## config.mk

```make
export PLATFORM = sky130hd
export DESIGN_NAME = dmem_arbiter_flat
export DESIGN_NICKNAME = d
export VERILOG_FILES = /design/src/rtl/dmem_arbiter_if.sv /design/src/rtl/dmem_arbiter.sv /design/src/flat_wrapper.sv
export SDC_FILE = /design/constraint.sdc
export NUM_CORES = 1
export LEC_CHECK = 0
export ABC_AREA = 1
export CORE_UTILIZATION = 30
export CTS_BUF_LIST = sky130_fd_sc_hd__clkbuf_4
export CTS_CLUSTER_DIAMETER = 30
export CTS_CLUSTER_SIZE = 10
export DETAILED_ROUTE_END_ITERATION = 8
export SLEW_MARGIN = 20
export SYNTH_ARGS = -nofsm -noshare
export SYNTH_HDL_FRONTEND = slang
export SYNTH_SLANG_ARGS = --single-unit
```

## constraint.sdc

```tcl
create_clock -name clk -period 1.95 [get_ports clk]
set_input_delay 0.39 -clock clk [delete_from_list [all_inputs] [get_ports clk]]
set_output_delay 0.39 -clock clk [all_outputs]
set_load 0.005 [all_outputs]
```

## src/rtl/dmem_arbiter_if.sv

```systemverilog
// Bundles both requester ports and the memory-side bus of the data-memory arbiter.
// Latency: none, wires only.
// Backpressure: requesters hold req until ack; the memory side has a fixed latency and never stalls.
interface dmem_arbiter_if #(
    parameter int ADDR_W = 32,
    parameter int DATA_W = 32
);
    logic              req0;
    logic              we0;
    logic [ADDR_W-1:0] addr0;
    logic [DATA_W-1:0] wdata0;
    logic              ack0;
    logic [DATA_W-1:0] rdata0;

    logic              req1;
    logic              we1;
    logic [ADDR_W-1:0] addr1;
    logic [DATA_W-1:0] wdata1;
    logic              ack1;
    logic [DATA_W-1:0] rdata1;

    logic              mem_en;
    logic              mem_we;
    logic [ADDR_W-1:0] mem_addr;
    logic [DATA_W-1:0] mem_wdata;
    logic [DATA_W-1:0] mem_rdata;

    logic              busy;

    // Arbiter view: serves both requesters and drives the memory.
    modport master (
        input  req0, we0, addr0, wdata0,
        input  req1, we1, addr1, wdata1,
        input  mem_rdata,
        output ack0, rdata0, ack1, rdata1,
        output mem_en, mem_we, mem_addr, mem_wdata,
        output busy
    );

    // Requester and memory view.
    modport slave (
        output req0, we0, addr0, wdata0,
        output req1, we1, addr1, wdata1,
        output mem_rdata,
        input  ack0, rdata0, ack1, rdata1,
        input  mem_en, mem_we, mem_addr, mem_wdata,
        input  busy
    );
endinterface

```

## src/rtl/dmem_arbiter.sv

```systemverilog
// Round-robin arbiter sharing one fixed-latency data memory between the core (port 0) and a debug loader (port 1).
// Latency: request sampled at edge t -> MEM_LATENCY WAIT cycles, ack in cycle t+MEM_LATENCY+1, one access per MEM_LATENCY+2 cycles.
// Backpressure: a requester holds req until its one-cycle ack; the losing port simply waits, no preemption.
module dmem_arbiter #(
    parameter int ADDR_W      = 32,
    parameter int DATA_W      = 32,
    parameter int MEM_LATENCY = 2
) (
    input  logic           clk,
    input  logic           reset,
    dmem_arbiter_if.master bus
);

    typedef enum logic [1:0] {
        IDLE = 2'd0,
        WAIT = 2'd1,
        DONE = 2'd2
    } state_t;

    localparam logic [3:0] CNT_INIT = 4'(MEM_LATENCY - 1);

    state_t            state;
    state_t            state_nxt;
    logic [3:0]        cnt;
    logic              last_grant;
    logic              gnt;
    logic              sel_we;
    logic [ADDR_W-1:0] sel_addr;
    logic [DATA_W-1:0] sel_wdata;
    logic              grant_vld;
    logic              grant_port;
    logic [DATA_W-1:0] rdata0_q;
    logic [DATA_W-1:0] rdata1_q;

    // State register; reset abandons any access in flight without an ack.
    always_ff @(posedge clk) begin
        if (reset) begin
            state <= IDLE;
        end else begin
            state <= state_nxt;
        end
    end

    // Next state and grant choice; on a tie the port that did not win last time goes first.
    always_comb begin
        state_nxt  = state;
        grant_vld  = 1'b0;
        grant_port = 1'b0;
        case (state)
            IDLE: begin
                grant_vld = bus.req0 | bus.req1;
                if (bus.req0 && bus.req1) begin
                    grant_port = ~last_grant;
                end else begin
                    grant_port = bus.req1;
                end
                if (grant_vld) begin
                    state_nxt = WAIT;
                end
            end
            WAIT: begin
                if (cnt == 4'd0) begin
                    state_nxt = DONE;
                end
            end
            DONE:    state_nxt = IDLE;
            default: state_nxt = IDLE;
        endcase
    end

    // Latch the winner's command on the granting edge and count down the memory latency.
    always_ff @(posedge clk) begin
        if (reset) begin
            cnt        <= 4'd0;
            last_grant <= 1'b1;
            gnt        <= 1'b0;
            sel_we     <= 1'b0;
            sel_addr   <= '0;
            sel_wdata  <= '0;
        end else if (grant_vld) begin
            sel_we     <= grant_port ? bus.we1    : bus.we0;
            sel_addr   <= grant_port ? bus.addr1  : bus.addr0;
            sel_wdata  <= grant_port ? bus.wdata1 : bus.wdata0;
            gnt        <= grant_port;
            last_grant <= grant_port;
            cnt        <= CNT_INIT;
        end else if (state == WAIT && cnt != 4'd0) begin
            cnt <= cnt - 4'd1;
        end
    end

    // Capture read data in the last WAIT cycle; writes leave the port's rdata untouched.
    always_ff @(posedge clk) begin
        if (reset) begin
            rdata0_q <= '0;
            rdata1_q <= '0;
        end else if (state == WAIT && cnt == 4'd0 && !sel_we) begin
            if (gnt) begin
                rdata1_q <= bus.mem_rdata;
            end else begin
                rdata0_q <= bus.mem_rdata;
            end
        end
    end

    // Outputs decode straight from registers, so they are stable for the whole WAIT window.
    assign bus.mem_en    = (state == WAIT);
    assign bus.mem_we    = (state == WAIT) & sel_we;
    assign bus.mem_addr  = sel_addr;
    assign bus.mem_wdata = sel_wdata;
    assign bus.ack0      = (state == DONE) & ~gnt;
    assign bus.ack1      = (state == DONE) &  gnt;
    assign bus.busy      = (state != IDLE);
    assign bus.rdata0    = rdata0_q;
    assign bus.rdata1    = rdata1_q;

endmodule

```

## src/flat_wrapper.sv

```systemverilog
// flat-port wrapper written by rule: the top's interface ports become plain ports
module dmem_arbiter_flat 
#(
    parameter int ADDR_W      = 32,
    parameter int DATA_W      = 32,
    parameter int MEM_LATENCY = 2
)
  (clk, reset, bus_req0, bus_we0, bus_addr0, bus_wdata0, bus_req1, bus_we1, bus_addr1, bus_wdata1, bus_mem_rdata, bus_ack0, bus_rdata0, bus_ack1, bus_rdata1, bus_mem_en, bus_mem_we, bus_mem_addr, bus_mem_wdata, bus_busy);
  dmem_arbiter_if #(.ADDR_W(ADDR_W), .DATA_W(DATA_W)) bus_i ();
  input  logic clk;
  input  logic reset;
  input wire logic [$bits(bus_i.req0)-1:0] bus_req0;
  input wire logic [$bits(bus_i.we0)-1:0] bus_we0;
  input wire logic [$bits(bus_i.addr0)-1:0] bus_addr0;
  input wire logic [$bits(bus_i.wdata0)-1:0] bus_wdata0;
  input wire logic [$bits(bus_i.req1)-1:0] bus_req1;
  input wire logic [$bits(bus_i.we1)-1:0] bus_we1;
  input wire logic [$bits(bus_i.addr1)-1:0] bus_addr1;
  input wire logic [$bits(bus_i.wdata1)-1:0] bus_wdata1;
  input wire logic [$bits(bus_i.mem_rdata)-1:0] bus_mem_rdata;
  output wire logic [$bits(bus_i.ack0)-1:0] bus_ack0;
  output wire logic [$bits(bus_i.rdata0)-1:0] bus_rdata0;
  output wire logic [$bits(bus_i.ack1)-1:0] bus_ack1;
  output wire logic [$bits(bus_i.rdata1)-1:0] bus_rdata1;
  output wire logic [$bits(bus_i.mem_en)-1:0] bus_mem_en;
  output wire logic [$bits(bus_i.mem_we)-1:0] bus_mem_we;
  output wire logic [$bits(bus_i.mem_addr)-1:0] bus_mem_addr;
  output wire logic [$bits(bus_i.mem_wdata)-1:0] bus_mem_wdata;
  output wire logic [$bits(bus_i.busy)-1:0] bus_busy;
  assign bus_i.req0 = bus_req0;
  assign bus_i.we0 = bus_we0;
  assign bus_i.addr0 = bus_addr0;
  assign bus_i.wdata0 = bus_wdata0;
  assign bus_i.req1 = bus_req1;
  assign bus_i.we1 = bus_we1;
  assign bus_i.addr1 = bus_addr1;
  assign bus_i.wdata1 = bus_wdata1;
  assign bus_i.mem_rdata = bus_mem_rdata;
  assign bus_ack0 = bus_i.ack0;
  assign bus_rdata0 = bus_i.rdata0;
  assign bus_ack1 = bus_i.ack1;
  assign bus_rdata1 = bus_i.rdata1;
  assign bus_mem_en = bus_i.mem_en;
  assign bus_mem_we = bus_i.mem_we;
  assign bus_mem_addr = bus_i.mem_addr;
  assign bus_mem_wdata = bus_i.mem_wdata;
  assign bus_busy = bus_i.busy;
  dmem_arbiter #(.ADDR_W(ADDR_W), .DATA_W(DATA_W), .MEM_LATENCY(MEM_LATENCY)) u_core (.clk(clk), .reset(reset), .bus(bus_i));
endmodule
```

==> out/qor.txt <==
Num CTS Buffers - 17
Relative slew slack - 71.92%
Die Wd - 144.5 um
GRT overflow - 0
Core area - 0.01972 sq mm
Simple-Gate Fraction of Synth Area - 33.72%
Netlist cell types - 27
GPL Wtd Cong - 0.7972
Storage cell area - 0.002749 sq mm
Critical Path, Cell by Cell - buf_4 -> nor3_1 -> clkdlybuf4s15_2
Yosys Warn Count - 0
WL per Instance - 14.06 um
Clock share of power - 26.5%
Hold path cells - 2
CP Launch Type - flop
Hold_buf cts - 0
Clk buf depth - 2
Half-perimeter wire length after placement - 14.42 mm
Avg Inst Size Synth - 7.064 sq um
Final ANT Viol Nets - 0
Nets@finish - 1310
Clock sink total - 137
Worst Setup SP - u_core.state[0]$_SDFFE_PP0P_
FF-to-FF setup slack - 310 ps
Clock transition at path regs - 120 ps
# DRC - 0
Reg2Reg Launch Point - u_core.cnt[0]$_SDFFE_PP0P_
Post-synth top area cell - dfxtp_1
Top-area cell type share of the netlist area - 44.99%
Mux contribution to synthesized area - 0%
Max_cap viols - 0
Port bufs - 298
Count of final max-slew check failures - 0
Syn Inst Count - 863
Post-layout power - 7.273 mW
Synth top area cells - dfxtp_1, nand2_1, nor2_1, o211ai_1, nand4_1
Synthesized area - 0.006096 sq mm
Initial core utilization - 30.92%
Synth Area in Compound Gates - 8.682%
Initial antenna violation count - 2
Maximum clock rate - 0.5326 GHz
Largest family of logic cells by synthesized area - simple AND/OR/NAND/NOR gates
Average vias per placed instance - 4.456
Area of the die - 0.02089 sq mm
Setup crit end kind - primary output
CP top delay family - buffers and inverters
R2r endpoint - u_core.bus.rdata1[14]$_SDFFE_PP0P_
Via count - 6337
Part of the power in registers - 44.9%
CP max-delay cell - dfxtp_4
CP required - 1560 ps
Final wirelength - 20.00 mm
DP Cell Count - 1386
First-pass GRT wire length - 30.28 mm
Mapped Nets - 1030
Iter 0 DRT Violations - 208
Combinational fraction of design power - 28.6%
Critical path fanouts, max - 4
Sequential fraction of the synthesis area - 44.99%
Critical path depth in cells - 3
Finished Layout Cells - 1422
Run status - finished, final reports clean
Switch Pwr - 2.269 mW
# IOs - 299
Reg2Reg Depth - 8
Final Critical Period - 1878 ps
Most frequent cells in the layout - clkdlybuf4s50_1, nand2_1, dfxtp_1
Final Hold Vio Count - 0
Crit path buffers/inverters - 2
Pint - 5.005 mW
Layout cells sized above 1 - 6.661%
Hold_sp - u_core.bus.mem_addr[2]$_SDFFE_PP0P_
Row cnt - 51
Max incr delay on CP - 380 ps
Commonest non-fill, non-tap cell in the layout - clkdlybuf4s50_1
CTS tree - built
Power Density - 752.4 mW/mm^2
Switching share of power - 31.19%
Chip height - 144.5 um
Area Overhead vs Synth - 58.58%
Skew-Pair Late Insertion Delay - 550 ps
Pre-CTS WS - 16.29 ps
Leakage power - 4.375 nW
Worst Setup Path Type - flop to primary output
CTS H-Tree Depth - 4
Worst Skew - 33.00 ps
RSZ-0062 raised after global routing - yes
Max VDD drop - 0.3697 mV
Pin slew with the least headroom to its limit - 421.1 ps
Worst Hold Class - flop to flop
Critical Path AT - 1490 ps
Synth Area in XOR/XNOR - 0.1437%
Final worst setup slack - 72.43 ps
Root Driver - clkbuf_4
GRT Util Overall - 19.09%
Vias in the first global route - 5911
DRT Pass-1 Iters - 4
Tcrit/Tclk final - 96.29%
Synth Area in Adders - 0.2053%
Fill cells - 1973
Worst-case hold path end point - u_core.bus.mem_addr[2]$_SDFFE_PP0P_
Largest net degree at the start of global routing - 92
Final Setup Violations - 0
Synthesized flop and latch total - 137
Multi-input logic area - 0.002626 sq mm
[flip-flops by register name, indices dropped and copies added (netlist names)]
signal / cells
u_core.bus.mem_addr: 32
u_core.bus.mem_wdata: 32
u_core.bus.rdata0: 32
u_core.bus.rdata1: 32
u_core.cnt: 4
u_core.state: 2
u_core.gnt: 1
u_core.last_grant: 1
u_core.sel_we: 1
[worst max-delay path by stage]
stage | end | slack, ps
final | bus_ack0 | 70
after global routing | bus_ack0 | -50
after CTS | bus_ack0 | -9
after detailed placement | u_core.bus.mem_addr[5]$_SDFFE_PP0P_ | 20
after global placement | u_core.bus.mem_addr[12]$_SDFFE_PP0P_ | 70
after floorplan | bus_ack1 | 480
[stage by stage]
stage / utilization (%) / TNS, ps / hold slack (ps) / area (sq um)
after floorplan: - / 0 / 426.5 / 6096
after detailed placement: 47.41 / 0 / 439.2 / 9348
after global routing: 49.03 / -97.46 / 406.7 / 9667
after CTS: 48.98 / -8.863 / 396.7 / 9657
final: 49.03 / 0 / 456.6 / 9667
after global placement: 47.41 / 0 / 435.8 / 9348
[logic make-up after synthesis]
| family | count (synthesis) |
|---|---|
| simple gates | 484 |
| buf+inv | 168 |
| flops | 137 |
| compound gates | 72 |
| xor+xnor | 1 |
| fa+ha+maj | 1 |
[cell usage after synthesis]
| master | n |
|---|---|
| a21oi_1 | 4 |
| a31oi_1 | 1 |
| buf_1 | 6 |
| buf_2 | 18 |
| buf_4 | 13 |
| buf_6 | 6 |
| clkbuf_1 | 18 |
| clkinv_1 | 1 |
| dfxtp_1 | 137 |
| ha_1 | 1 |
| inv_1 | 104 |
| inv_2 | 2 |
| nand2_1 | 274 |
| nand2_2 | 1 |
| nand3_1 | 2 |
| nand3_2 | 1 |
| nand3b_1 | 1 |
| nand4_1 | 64 |
| nand4_4 | 1 |
| nor2_1 | 130 |
| nor2_2 | 2 |
| nor2_4 | 5 |
| nor3_1 | 3 |
| o211ai_1 | 65 |
| o21ai_2 | 1 |
| o22ai_1 | 1 |
| xor2_1 | 1 |
[power by group through the flow]
| stage | clock [mW] | combinational [mW] | sequential [mW] |
|---|---|---|---|
| final | 1.93 | 2.08 | 3.27 |
| after global routing | 2.11 | 2.30 | 3.30 |
| after detailed placement | 0 | 2.09 | 3.32 |
| after global placement | 0 | 2.08 | 3.33 |
| after floorplan | 0 | 0.887 | 3.33 |
| after CTS | 2.00 | 2.11 | 3.27 |
[per-layer routing]
layer / GRT usage, % / routed length (um) / vias up
li1: - / - / 3290
met1: 22.35 / 8573 / 2810
met5: 0 / 13 / -
met2: 31.25 / 9151 / 214
met4: 6.260 / 269 / 2
met3: 8.079 / 1988 / 21
[layout make-up]
type | count | area share, %
Clock buffer | 18 | 1.398
Sequential cell | 137 | 28.44
Tap cell | 265 | 3.430
Multi-Input combinational cell | 558 | 27.17
Clock inverter | 14 | 1.501
Inverter | 107 | 4.155
Timing Repair Buffer | 322 | 33.89
Antenna cell | 1 | 0.02589
[worst min-delay path, delay by kind of cell (launching register included)]
family	cells	cell delay (ps)
flops	1	330
simple gates	2	100
[timing repair]
| action | CTS | global route |
|---|---|---|
| endpoints found under the hold margin | 0 | 0 |
| pin swaps | 1 | 0 |
| setup endpoints to repair | 7 | 6 |
| gates resized for setup | 18 | 6 |
| setup buffers | 3 | 0 |
No activity file was read; power rests on OpenSTA's default activity.
